`src/rtl/blake2s_pkg.sv`:
```
// blake2s_pkg: constants and state type shared by the BLAKE2s block sequencer.
package blake2s_pkg;

  localparam int BLOCK_BYTES = 64;
  localparam int MAX_NN      = 32;
  localparam int KK_W        = 6;
  localparam int NN_W        = 6;
  localparam int IDX_W       = 6;
  localparam int CNT_W       = IDX_W + 1;

  typedef enum logic [1:0] {
    ST_IDLE      = 2'd0,
    ST_WAIT_RDY  = 2'd1,
    ST_STREAM    = 2'd2,
    ST_WAIT_HASH = 2'd3
  } ctrl_state_t;

endpackage

```
`src/rtl/blake2s_blk_cnt.sv`:
```
// blake2s_blk_cnt: remaining message byte counter. It also decides how many
// bytes the current block pulls from the source and whether that block is the
// last one of the job.
module blake2s_blk_cnt
  import blake2s_pkg::*;
#(
  parameter int LL_W = 64
) (
  input  logic             clk,
  input  logic             reset,
  input  logic             load,
  input  logic [LL_W-1:0]  ll,
  input  logic             consume,
  input  logic             key_blk,
  input  logic [KK_W-1:0]  kk,
  input  logic             ll_zero,
  output logic [CNT_W-1:0] src_cnt,
  output logic             last
);

  localparam logic [LL_W-1:0] BLK_LL = LL_W'(BLOCK_BYTES);

  logic [LL_W-1:0]  rem;
  logic             rem_le_blk;
  logic [CNT_W-1:0] msg_cnt;

  // Source byte count and last-block flag: the key block is sized by kk and is
  // last only for an empty message; message blocks take min(rem, 64) bytes
  always_comb begin
    rem_le_blk = (rem <= BLK_LL);
    msg_cnt    = rem_le_blk ? rem[CNT_W-1:0] : CNT_W'(BLOCK_BYTES);
    src_cnt    = msg_cnt;
    last       = rem_le_blk;
    if (key_blk) begin
      src_cnt = {1'b0, kk};
      last    = ll_zero;
    end
  end

  // Remaining message bytes: loaded per job, reduced once per finished
  // message block; never goes below zero because msg_cnt is at most rem
  always_ff @(posedge clk or posedge reset) begin
    if (reset) begin
      rem <= '0;
    end else if (load) begin
      rem <= ll;
    end else if (consume && !key_blk) begin
      rem <= rem - LL_W'(msg_cnt);
    end
  end

endmodule

```
`src/rtl/blake2s_block_ctrl.sv`:
```
// blake2s_block_ctrl: frames key and message bytes from a valid/ready source
// into zero-padded 64-byte blocks for the blake2s_hash256 core.
// Build option: BLAKE2S_KEYED_EN enables the leading key block; without it the
// key length input is ignored and kk_o stays 0.
module blake2s_block_ctrl #(
  parameter int LL_W   = 64,
  parameter int MAX_NN = blake2s_pkg::MAX_NN
) (
  input  logic            clk,
  input  logic            reset,
  input  logic            start_i,
  input  logic [5:0]      kk_i,
  input  logic [5:0]      nn_i,
  input  logic [LL_W-1:0] ll_i,
  input  logic            abort_i,
  input  logic            src_valid_i,
  input  logic [7:0]      src_data_i,
  output logic            src_ready_o,
  input  logic            ready_v_i,
  input  logic            h_v_i,
  output logic [5:0]      kk_o,
  output logic [5:0]      nn_o,
  output logic [LL_W-1:0] ll_o,
  output logic            data_v_o,
  output logic [7:0]      data_o,
  output logic [5:0]      data_idx_o,
  output logic            block_first_o,
  output logic            block_last_o,
  output logic            busy_o,
  output logic            done_o,
  output logic            err_o
);

  import blake2s_pkg::*;

  localparam logic [CNT_W-1:0] MAX_NN_W = CNT_W'(MAX_NN);

  ctrl_state_t      state_q, state_d;
  logic [KK_W-1:0]  kk_q;
  logic [NN_W-1:0]  nn_q;
  logic [LL_W-1:0]  ll_q;
  logic             first_q;
  logic             blank_q;
  logic [IDX_W-1:0] idx_q;

  logic [CNT_W-1:0] src_cnt;
  logic             blk_last;
  logic             key_blk;
  logic             kk_ok;
  logic [KK_W-1:0]  kk_cfg;
  logic             cfg_ok;
  logic             ll_zero;
  logic             in_src;
  logic             emit;
  logic             blk_end;
  logic             accept;
  logic             reject;
  logic             finish;

`ifdef BLAKE2S_KEYED_EN
  assign key_blk = first_q && (kk_q != '0);
  assign kk_ok   = ({1'b0, kk_i} <= MAX_NN_W);
  assign kk_cfg  = kk_i;
`else
  logic unused_kk;
  assign unused_kk = ^kk_i;
  assign key_blk   = 1'b0;
  assign kk_ok     = 1'b1;
  assign kk_cfg    = '0;
`endif

  assign cfg_ok  = (nn_i != '0) && ({1'b0, nn_i} <= MAX_NN_W) && kk_ok;
  assign ll_zero = (ll_q == '0);

  // While idx is below the block's source count we pull bytes; past it we pad.
  // A pad byte goes out every cycle, a source byte only on a handshake, and an
  // abort suppresses the emit even if a handshake happens in the same cycle.
  assign in_src      = ({1'b0, idx_q} < src_cnt);
  assign src_ready_o = (state_q == ST_STREAM) && in_src;
  assign emit        = (state_q == ST_STREAM) && (!in_src || src_valid_i) && !abort_i;
  assign blk_end     = emit && (idx_q == IDX_W'(BLOCK_BYTES - 1));

  assign kk_o = kk_q;
  assign nn_o = nn_q;
  assign ll_o = ll_q;

  blake2s_blk_cnt #(
    .LL_W(LL_W)
  ) u_blk_cnt (
    .clk     (clk),
    .reset   (reset),
    .load    (accept),
    .ll      (ll_i),
    .consume (blk_end),
    .key_blk (key_blk),
    .kk      (kk_q),
    .ll_zero (ll_zero),
    .src_cnt (src_cnt),
    .last    (blk_last)
  );

  // Next state and one-shot events; abort overrides every other transition
  always_comb begin
    state_d = state_q;
    accept  = 1'b0;
    reject  = 1'b0;
    finish  = 1'b0;
    case (state_q)
      ST_IDLE: begin
        if (start_i) begin
          if (cfg_ok) begin
            accept  = 1'b1;
            state_d = ST_WAIT_RDY;
          end else begin
            reject = 1'b1;
          end
        end
      end
      ST_WAIT_RDY: begin
        if (!blank_q && ready_v_i) begin
          state_d = ST_STREAM;
        end
      end
      ST_STREAM: begin
        if (blk_end) begin
          state_d = blk_last ? ST_WAIT_HASH : ST_WAIT_RDY;
        end
      end
      ST_WAIT_HASH: begin
        if (h_v_i) begin
          finish  = 1'b1;
          state_d = ST_IDLE;
        end
      end
      default: state_d = ST_IDLE;
    endcase
    if (abort_i && (state_q != ST_IDLE)) begin
      state_d = ST_IDLE;
      finish  = 1'b0;
    end
  end

  // State, job configuration and block bookkeeping; the first WAIT_RDY cycle
  // after entry is blanked so a stale ready from the previous block is ignored
  always_ff @(posedge clk or posedge reset) begin
    if (reset) begin
      state_q <= ST_IDLE;
      blank_q <= 1'b0;
      idx_q   <= '0;
      kk_q    <= '0;
      nn_q    <= '0;
      ll_q    <= '0;
      first_q <= 1'b0;
      busy_o  <= 1'b0;
      done_o  <= 1'b0;
      err_o   <= 1'b0;
    end else begin
      state_q <= state_d;
      blank_q <= (state_d == ST_WAIT_RDY) && (state_q != ST_WAIT_RDY);
      if (state_q == ST_WAIT_RDY) begin
        idx_q <= '0;
      end else if (emit) begin
        idx_q <= idx_q + IDX_W'(1);
      end
      if (accept) begin
        kk_q    <= kk_cfg;
        nn_q    <= nn_i;
        ll_q    <= ll_i;
        first_q <= 1'b1;
      end else if (blk_end) begin
        first_q <= 1'b0;
      end
      busy_o <= (state_d != ST_IDLE);
      done_o <= finish;
      err_o  <= reject;
    end
  end

  // Registered byte stream to the core; block flags only change with a byte
  always_ff @(posedge clk or posedge reset) begin
    if (reset) begin
      data_v_o      <= 1'b0;
      data_o        <= '0;
      data_idx_o    <= '0;
      block_first_o <= 1'b0;
      block_last_o  <= 1'b0;
    end else begin
      data_v_o <= emit;
      if (emit) begin
        data_o        <= in_src ? src_data_i : 8'h00;
        data_idx_o    <= idx_q;
        block_first_o <= first_q;
        block_last_o  <= blk_last;
      end
    end
  end

endmodule

```
`config.mk`:
```
export PLATFORM = sky130hd
export DESIGN_NAME = blake2s_block_ctrl
export DESIGN_NICKNAME = d
export VERILOG_FILES = /design/src/rtl/blake2s_pkg.sv /design/src/rtl/blake2s_blk_cnt.sv /design/src/rtl/blake2s_block_ctrl.sv
export SDC_FILE = /design/constraint.sdc
export NUM_CORES = 1
export LEC_CHECK = 0
export BUFFER_PORTS_ARGS = -buffer_cell sky130_fd_sc_hd__buf_2
export CAP_MARGIN = 10
export CORE_MARGIN = 2
export CORE_UTILIZATION = 39
export DETAILED_ROUTE_END_ITERATION = 12
export PLACE_DENSITY = 0.73
export SLEW_MARGIN = 20
export SYNTH_ARGS = -nofsm -noshare
export SYNTH_HDL_FRONTEND = slang
export SYNTH_HIERARCHICAL = 1
export SYNTH_SLANG_ARGS = --single-unit
```
`constraint.sdc`:
```
create_clock -name clk -period 5.4 [get_ports clk]
set_clock_uncertainty 0.05 [all_clocks]
set_input_delay 0.81 -clock clk [delete_from_list [all_inputs] [get_ports clk]]
set_output_delay 0.81 -clock clk [all_outputs]
set_load 0.02 [all_outputs]
```
==> run summary, run 1 <==
Slew HR: 0.425
share of layout cells above drive strength 1: 0.340
Worst-path clk slew: 70 ps
max-slew violation count: 0
Seq/Total Area, Yosys: 0.464
fin crit period: 5150 ps
fin crit share: 0.954
Internal Pwr Total: 2920 uW
crit start category: flip-flop
Routed WL: 23,200 um
Site Rows: 55
DIE AREA: 23,900 sq um
Longest Clk Path Bufs: 2
GRT Residual Overflow: 0
area of the multi-input gates: 4450 sq um
status: completed
cell count after synthesis: 826
placed cell areas: 9990 sq um
CTS tree: built
required time worst endpoint: 5700 ps
Fin. Hold Viols: 0
Clock Power Share: 0.297
Synth Warn #: 6
Unique masters post-synth: 67
port bufs: 175
Final Power: 4450 uW
Hold Buf Count CTS: 0
Peak Freq: 194 MHz
most frequent cells in the layout: buf_2 (175), dfrtp_1 (164), nand2_1 (86), mux2_4 (67), o21ai_0 (56)
# fillers: 2,130
part of the power in registers: 0.421
Yosys top cell area share: 0.464
Setup CP Type: reg -> reg
max-cap violations: 0
area grow syn2layout: 21.1%
Final Setup Violations: 0
clock latency on the worst-skew pair: 420 ps
maximum vdd drop: 0.000193 V
worst hold path type: in -> async
antenna viol nets, final: 0
GP Congestion: 0.926
Post-route DRC: 0
CP endpoint kind: flip-flop
total number of vias: 7,208
#FFs+latches synth: 164
Inserted Clock Buffers: 17
vias in the first global route: 6,985
number of synthesized flops with an enable pin: 0
clock root buffer: clkbuf_16
placed cells: 1,273
Finished Layout Cells: 1,311
CTS sink count: 164
largest net degree at the start of global routing: 109
combinational share of power: 0.282
htree depth: 4
first-pass GRT wire length: 37,100 um
final antenna diode count: 0
initial antenna violation count: 2
Mean Syn Cell Area: 10.7 sq um
Worst-Margin Slew: 862 ps
Initial Utilization: 0.395
Lkg Pwr: 0.00467 uW
Async SR Flop Fraction: 1.00
Reg area: 4100 sq um
Top FF cell, synth: dfrtp_1
chip width: 155 um
Detail Placement HPWL: 16,800 um
nets@finish: 1,111
WP data arrival: 5450 ps
TritonRoute pass-1 iters: 7
critical path peak fanout: 6
Pwr Density: 415 nW/um^2
I/O pin count: 188
Psw: 1530 uW
CORE AREA: 22,400 sq um
sw frac: 0.344
synthesized area: 8850 sq um
area leader, netlist: dfrtp_1
design area: 10,700 sq um
Via density: 5.50
final hold slack: 394 ps
Synth area leaders: dfrtp_1 (46%), mux2_4 (11%), nand2_1 (3.7%), o21ai_0 (3.3%), xnor2_1 (2.8%)
DIE HEIGHT: 155 um
most common cell after layout, fill and taps aside: buf_2
Starting DRT DRC Count: 594
GRT Resource Usage Total: 0.195
drt wl/cell: 17.7 um
-- registers in the layout (all words and copies together), names as in the netlist --
| name | cells |
|---|---|
| busy_o | 1 |
| state_q | 2 |
| data_o | 8 |
| idx_q | 6 |
| data_idx_o | 6 |
| first_q | 1 |
| err_o | 1 |
| data_v_o | 1 |
| nn_o | 6 |
| blank_q | 1 |
| u_blk_cnt/rem | 64 |
| ll_o | 64 |
| block_first_o | 1 |
| block_last_o | 1 |
| done_o | 1 |
-- final timing paths --
kind	endpoint	cells after the start	slack, ps	start
worst min-delay path	ll_o[36]$_DFFE_PP0P_	2	390	reset
worst max register to register	u_blk_cnt/rem[61]$_DFFE_PP0P_	20	250	u_blk_cnt/rem[16]$_DFFE_PP0P_
max in group asynchronous	ll_o[54]$_DFFE_PP0P_	3	3750	reset
worst max-delay path	u_blk_cnt/rem[61]$_DFFE_PP0P_	20	250	u_blk_cnt/rem[16]$_DFFE_PP0P_
min in group clk	data_o[2]$_DFFE_PP0P_	2	440	data_o[2]$_DFFE_PP0P_
worst min register to register	data_o[2]$_DFFE_PP0P_	2	440	data_o[2]$_DFFE_PP0P_
-- cell usage after synthesis (all sizes together) (3+ instances only) --
library cell and n:
a2111oi 3, a211oi 10, a21oi 17, a31oi 9, and3 3, and4 3, buf 20, clkbuf 26
dfrtp 164, ha 7, inv 19, mux2 86, mux2i 6, nand2 87, nand2b 8, nand3 14
nand3b 3, nand4 20, nand4b 4, nor2 41, nor2b 4, nor3 24, nor4 42, o211ai 9
o21ai 68, o31ai 10, o41ai 3, or2 4, or3 14, or4 25, xnor2 28, xor2 18
-- per-layer routing --
layer	track usage	part of all wire	up-vias
li1	-	-	3396
met1	0.255	0.44	3513
met2	0.323	0.48	260
met3	0.0392	0.054	35
met4	0.0688	0.022	4
met5	0	0.00099	-
-- stage by stage --
step	util	TNS (ps)	setup WS [ps]
after global routing	0.478	-128	-98.7
final	0.478	0	248
after global placement	0.445	0	105
after CTS	0.474	0	4.49
after detailed placement	0.445	-27.2	-27.2
after floorplan	-	0	94.7
-- worst max-delay path, stage by stage (launching register included) --
cell and delay (ps):
dfrtp_1 420, or4_4 560, or4_4 570, nand4bb_4 240
nor2_4 190, nand2_1 70, o21ai_0 140, inv_1 60
ha_1 280, a211oi_1 90, o31a_1 300, o21ai_1 100
nand3_1 150, inv_2 140, nor3b_4 200, buf_4 160
nand4_1 130, nor4_2 390, o211ai_1 250, or3_1 400
a31oi_1 180
-- power by group through the flow --
stage / Clock, uW / Combinational (uW) / Sequential (uW)
after global routing: 1410 / 1360 / 1920
after floorplan: 0 / 667 / 2050
after CTS: 1350 / 1260 / 1870
after detailed placement: 0 / 1250 / 1890
final: 1320 / 1250 / 1870
after global placement: 0 / 1230 / 1870
-- kinds of logic after synthesis --
kind of cell / share of synthesized area
flip-flops: 0.464
buffers and inverters: 0.0451
AND/OR/NAND/NOR: 0.188
XOR/XNOR: 0.0455
other: 0.000848
multiplexers: 0.145
AO/OA/AOI/OAI: 0.102
adder cells (fa/ha/maj): 0.00989
-- layout make-up --
type	count	area share
Multi-Input combinational cell	609	0.415
Sequential cell	164	0.383
Clock inverter	15	0.0202
Inverter	19	0.00735
Clock buffer	17	0.0397
Timing Repair Buffer	202	0.102
Tap cell	285	0.0333
-- what timing repair did --
| item | in CTS | in global routing |
|---|---|---|
| buffers inserted | 0 | 6 |
| setup endpoints to repair | 1 | 27 |
| resized for setup | 1 | 11 |
| cloned | 0 | 0 |
| pin swaps | 0 | 8 |
Power figures use the tool's default switching activity.
==> run 2: changes to the inputs <==
REMOVE_ABC_BUFFERS = 1   (was not set)
==> run 2 against run 1 <==
Register-to-register slack gained 80 ps. Critical path depth is 1 lower. Maximum frequency rose by 1.5%. Sequential power about the same. Highest routed layer is now met4.
==> run summary, run 2 (synthesis gave the netlist of run 1 again) <==
status: completed
fin crit share: 0.940 (-0.0139)
cell mode on critical path: or4_1
Setup TNS: 0 ps (unchanged)
DIE AREA: 23,900 sq um (unchanged)
Hold Buf Count CTS: 0 (unchanged)
most common cell after layout, fill and taps aside: buf_2
final antenna diode count: 0 (unchanged)
clock root buffer: clkbuf_16
Post-route DRC: 0 (unchanged)
fin crit period: 5080 ps (-75.3 ps)
GRT Resource Usage Total: 0.195 (about the same)
Final Power: 4370 uW (-1.9%)
Detail Placement HPWL: 16,700 um (-0.86%)
critical path peak fanout: 7 (+1)
Longest Clk Path Bufs: 2 (unchanged)
maximum vdd drop: 0.000221 V (+14%)
Routed WL: 23,400 um (+0.87%)
first-pass GRT wire length: 37,000 um (-0.30%)
port bufs: 175 (unchanged)
clock latency on the worst-skew pair: 430 ps (about the same)
CP bufs+invs: 2 (-1)
area grow syn2layout: 21.8%
required time worst endpoint: 5690 ps (about the same)
initial antenna violation count: 0 (-2)
antenna viol nets, final: 0 (unchanged)
Fin. Hold Viols: 0 (unchanged)
# fillers: 2,091 (-1.8%)
most frequent cells in the layout: buf_2 (175), dfrtp_1 (164), nand2_1 (87), mux2_4 (67), o21ai_0 (56)
Lkg Pwr: 0.00468 uW (+0.25%)
crit start category: flip-flop
CORE AREA: 22,400 sq um (unchanged)
total number of vias: 7,302 (+1.3%)
DIE HEIGHT: 155 um (unchanged)
Inserted Clock Buffers: 17 (unchanged)
CP cell instances: or4_1 -> or4_4 -> nand4bb_4 -> nor2_4 -> nand2_1 -> o21ai_0 -> inv_1 -> ha_1 -> a211oi_1 -> o31a_1 -> o21ai_1 -> nand3_2 -> inv_2 -> nor3b_2 -> a31o_2 -> nand3b_1 -> a211o_4 -> or4_1 -> a31oi_1
GRT Residual Overflow: 0 (unchanged)
TritonRoute pass-1 iters: 5 (-2)
design area: 10,800 sq um (+0.54%)
chip width: 155 um (unchanged)
placed cell areas: 10,100 sq um (+0.90%)
Via density: 5.52 (+0.31%)
Worst-path clk slew: 60 ps (about the same)
max-cap violations: 0 (unchanged)
max-slew violation count: 0 (unchanged)
I/O pin count: 188 (unchanged)
CTS tree: built
Final Setup Violations: 0 (unchanged)
Slew HR: 0.434 (+0.00842)
GP Congestion: 0.893 (-3.6%)
WP data arrival: 5370 ps (-80 ps)
Critical Path Slowest Stage Cell: or4_1
Pwr Density: 405 nW/um^2 (-2.4%)
Peak Freq: 197 MHz (+1.5%)
CTS sink count: 164 (unchanged)
vias in the first global route: 7,013 (+0.40%)
Worst-Margin Slew: 850 ps (-12.6 ps)
Site Rows: 55 (unchanged)
drt wl/cell: 17.7 um (-0.12%)
CP endpoint kind: flip-flop
Initial Utilization: 0.395 (unchanged)
nets@finish: 1,124 (+1.2%)
Setup CP Type: reg -> reg
share of layout cells above drive strength 1: 0.346 (+0.00633)
worst hold path type: in -> async
Starting DRT DRC Count: 566 (-4.7%)
slowest stage delay, CP: 580 ps (about the same)
Worst path top cell family by delay: simple AND/OR/NAND/NOR gates
largest net degree at the start of global routing: 87 (-20%)
htree depth: 4 (unchanged)
run 2: cell types whose count changed in the layout (fill, tap and decap cells not counted), sizes merged:
cell,change
inv,-6
buf,+12
a211o,+1
clkinvlp,+3
clkbuf,+7
clkinv,-2
bufinv,-2
run 2: per-stage QoR:
step	instances	hold WS, ps	setup WS, ps	util
floorplan	792	394	-630	-
CTS	1318	392	26.7	0.475
global placement	1286	414	50.7	0.449
detailed placement	1286	421	-62.9	0.449
global route	1324	418	-5.01	0.480
finish	1324	387	324	0.480
run 2: worst paths after layout:
| path | slack [ps] | end | startpoint | cells after the start |
|---|---|---|---|---|
| worst max-delay path | 320 | u_blk_cnt/rem[54]$_DFFE_PP0P_ | u_blk_cnt/rem[40]$_DFFE_PP0P_ | 19 |
| worst min-delay path | 390 | ll_o[38]$_DFFE_PP0P_ | reset | 2 |
| worst max register to register | 320 | u_blk_cnt/rem[54]$_DFFE_PP0P_ | u_blk_cnt/rem[40]$_DFFE_PP0P_ | 19 |
| worst min register to register | 430 | first_q$_DFFE_PP0P_ | first_q$_DFFE_PP0P_ | 1 |
| max in group asynchronous | 3750 | ll_o[57]$_DFFE_PP0P_ | reset | 3 |
| min in group clk | 430 | first_q$_DFFE_PP0P_ | first_q$_DFFE_PP0P_ | 1 |
run 2: what timing repair did:
action                                  in CTS  in global routing
gates cloned                                 0                  1
pin swaps                                    0                  5
setup buffers                                0                  5
endpoints found under the setup margin       7                 44
resized for setup                            2                 16
run 2: report_power, final:
| group | total, uW | internal, uW | switching, uW | leakage [uW] |
|---|---|---|---|---|
| registers | 1860 | 1550 | 312 | 0.00200 |
| logic | 1290 | 597 | 692 | 0.00241 |
| clock network | 1210 | 717 | 498 | 0.000272 |
| total | 4370 | 2860 | 1500 | 0.00468 |
run 2: worst register-to-register path, cell delays in order, from the launching register on:
cell       delay (ps)
dfrtp_1           380
or4_1             580
or4_4             560
nand4bb_4         260
nor2_4            190
nand2_1            70
o21ai_0           140
inv_1              60
ha_1              290
a211oi_1           90
o31a_1            300
o21ai_1           120
nand3_2           120
inv_2             110
nor3b_2           180
a31o_2            200
nand3b_1          190
a211o_4           380
or4_1             520
a31oi_1           190
run 2: cell type report:
cell class	instances	area, sq um	share of cell area
multi-input combinational	610	4470	0.415
sequential	164	4100	0.381
timing repair buffer	214	1180	0.110
clock buffer	24	482	0.0447
tap	285	357	0.0331
clock inverter	8	100	0.00929
inverter	19	78.8	0.00731
run 2: metal layers:
layer | vias up | wire (um) | global-route usage
li1 | 3420 | - | -
met1 | 3513 | 10100 | 0.254
met2 | 307 | 11100 | 0.317
met3 | 62 | 1390 | 0.0412
met4 | 0 | 769 | 0.0807
met5 | - | 0 | 0
==> run 3: changes to the inputs <==
PLACE_DENSITY = 0.61   (was 0.73)
==> run 3 against run 2 <==
Power about the same. Register-to-register slack improved by 20 ps. Largest cell class unchanged. Clock-buffer cell count decreased by 6. Maximum frequency is 0.15% higher. Setup slack improved by 7.7 ps. First-iteration DRC count is 3.0% lower. Global-route usage grew 0.53 points.
==> run summary, run 3 (synthesis gave the netlist of run 1 again) <==
Slew HR: 0.442 (+0.00869)
Final Setup Violations: 0 (unchanged)
clock root buffer: clkbuf_16
fin crit share: 0.939 (-0.00143)
I/O pin count: 188 (unchanged)
Pwr Density: 404 nW/um^2 (-0.24%)
Starting DRT DRC Count: 549 (-3.0%)
DIE AREA: 23,900 sq um (unchanged)
maximum vdd drop: 0.000223 V (+0.94%)
Initial Utilization: 0.395 (unchanged)
share of layout cells above drive strength 1: 0.353 (+0.00606)
worst hold path type: reg -> reg
GP Congestion: 0.921 (+3.1%)
most frequent cells in the layout: buf_2 (175), dfrtp_1 (164), nand2_1 (86), mux2_4 (67), o21ai_0 (55)
PnR worst setup slack: 331 ps (+7.71 ps)
Setup TNS: 0 ps (unchanged)
htree depth: 4 (unchanged)
critical path peak fanout: 9 (+2)
first-pass GRT wire length: 38,200 um (+3.2%)
Routed WL: 23,900 um (+2.3%)
initial antenna violation count: 0 (unchanged)
Via density: 5.48 (-0.59%)
DIE HEIGHT: 155 um (unchanged)
status: completed
Lkg Pwr: 0.00471 uW (+0.68%)
total number of vias: 7,275 (-0.37%)
TritonRoute pass-1 iters: 5 (unchanged)
max-slew violation count: 0 (unchanged)
grt met1 use: 0.276 (+0.0223)
final core utilization: 0.482 (+0.00156)
# fillers: 2,124 (+1.6%)
fin crit period: 5070 ps (-7.71 ps)
Peak Freq: 197 MHz (+0.15%)
GRT Residual Overflow: 0 (unchanged)
Site Rows: 55 (unchanged)
GRT Resource Usage Total: 0.200 (+0.00526)
crit start category: flip-flop
Longest Clk Path Bufs: 2 (unchanged)
design area: 10,800 sq um (+0.32%)
Post-route DRC: 0 (unchanged)
CP endpoint kind: primary output
met2 Use GR: 0.321 (+0.00361)
Inserted Clock Buffers: 17 (unchanged)
vias in the first global route: 7,112 (+1.4%)
area grow syn2layout: 22.2%
port bufs: 175 (unchanged)
Hold Buf Count CTS: 0 (unchanged)
drt wl/cell: 18.0 um (+2.0%)
Setup CP Type: reg -> out
required time worst endpoint: 4540 ps (-1150 ps)
Detail Placement HPWL: 17,000 um (+2.0%)
WP data arrival: 4210 ps (-1160 ps)
chip width: 155 um (unchanged)
max-cap violations: 0 (unchanged)
Worst-path clk slew: 70 ps (about the same)
clock latency on the worst-skew pair: 430 ps (about the same)
antenna viol nets, final: 0 (unchanged)
placed cells: 1,290 (+0.31%)
CTS tree: built
CTS sink count: 164 (unchanged)
most common cell after layout, fill and taps aside: buf_2
CORE AREA: 22,400 sq um (unchanged)
Fin. Hold Viols: 0 (unchanged)
Finished Layout Cells: 1,327 (+0.23%)
Worst-Margin Slew: 837 ps (-13.0 ps)
Place WS: 20.1 ps (+83.0 ps)
largest net degree at the start of global routing: 110 (+26%)
Top Usage Layer GRT: met2
placed cell areas: 10,100 sq um (+0.30%)
nets@finish: 1,126 (+0.18%)
GR Util met3: 0.0353 (-0.00588)
## run 3: cell types whose count changed in the layout (fill, tap and decap cells not counted), moves of 2 or more
| cell | previous run | this run |
|---|---|---|
| clkinv_2 | 2 | 0 |
| buf_4 | 38 | 40 |
| clkbuf_1 | 4 | 0 |
| clkinv_4 | 0 | 2 |
| clkbuf_8 | 3 | 1 |
| inv_6 | 1 | 6 |
## run 3: what timing repair did
action                                  in CTS  in global routing
setup buffers                                0                  3
resized for setup                            2                 19
endpoints found under the setup margin       1                 43
pin swaps                                    0                  5
gates cloned                                 0                  1
## run 3: per-stage QoR
step                total power [uW]  hold WS (ps)
floorplan                       2680           394
global placement                3130           412
detailed placement              3160           419
CTS                             4390           435
global route                    4600           455
finish                          4370           428
## run 3: area by class of cell
| type | instances | area [sq um] | share of cell area |
|---|---|---|---|
| repair buffers | 216 | 1200 | 0.111 |
| inverters | 19 | 78.8 | 0.00729 |
| clock buffers | 18 | 439 | 0.0406 |
| clock inverters | 14 | 140 | 0.0130 |
| well taps | 285 | 357 | 0.0330 |
| diodes | 1 | 2.50 | 0.000231 |
| multi-input cells | 610 | 4490 | 0.416 |
| flip-flops and latches | 164 | 4100 | 0.380 |
## run 3: worst paths after layout
path,startpoint,end,slack [ps],cells after the start
max in group asynchronous,reset,ll_o[31]$_DFFE_PP0P_,3770,3
setup reg to reg,u_blk_cnt/rem[17]$_DFFE_PP0P_,u_blk_cnt/rem[61]$_DFFE_PP0P_,340,21
setup / recovery,u_blk_cnt/rem[17]$_DFFE_PP0P_,src_ready_o,330,15
min in group asynchronous,reset,data_o[2]$_DFFE_PP0P_,440,2
hold reg to reg,first_q$_DFFE_PP0P_,first_q$_DFFE_PP0P_,430,1
hold / removal,first_q$_DFFE_PP0P_,first_q$_DFFE_PP0P_,430,1
## run 3: report_power, final
| group | internal [uW] | leakage [uW] | switching [uW] |
|---|---|---|---|
| Combinational | 600 | 0.00245 | 697 |
| Clock | 659 | 0.000268 | 555 |
| Sequential | 1550 | 0.00200 | 309 |
## run 3: metal layers
metal	wire, um	vias to the layer above
met2	11300	235
met4	469	0
met3	1150	33
met5	0	-
met1	11000	3572
li1	-	3435
## run 3: worst max-delay path, cell delays in order (launching register included)
cell	delay [ps]
dfrtp_1	410
or4_4	550
or4_4	570
nand4bb_4	250
nor2_2	120
buf_4	160
nand2_1	60
o21ai_1	120
inv_1	50
ha_1	280
and4b_1	200
o21ai_0	110
buf_4	160
o32a_1	370
and3b_1	200
buf_2	160
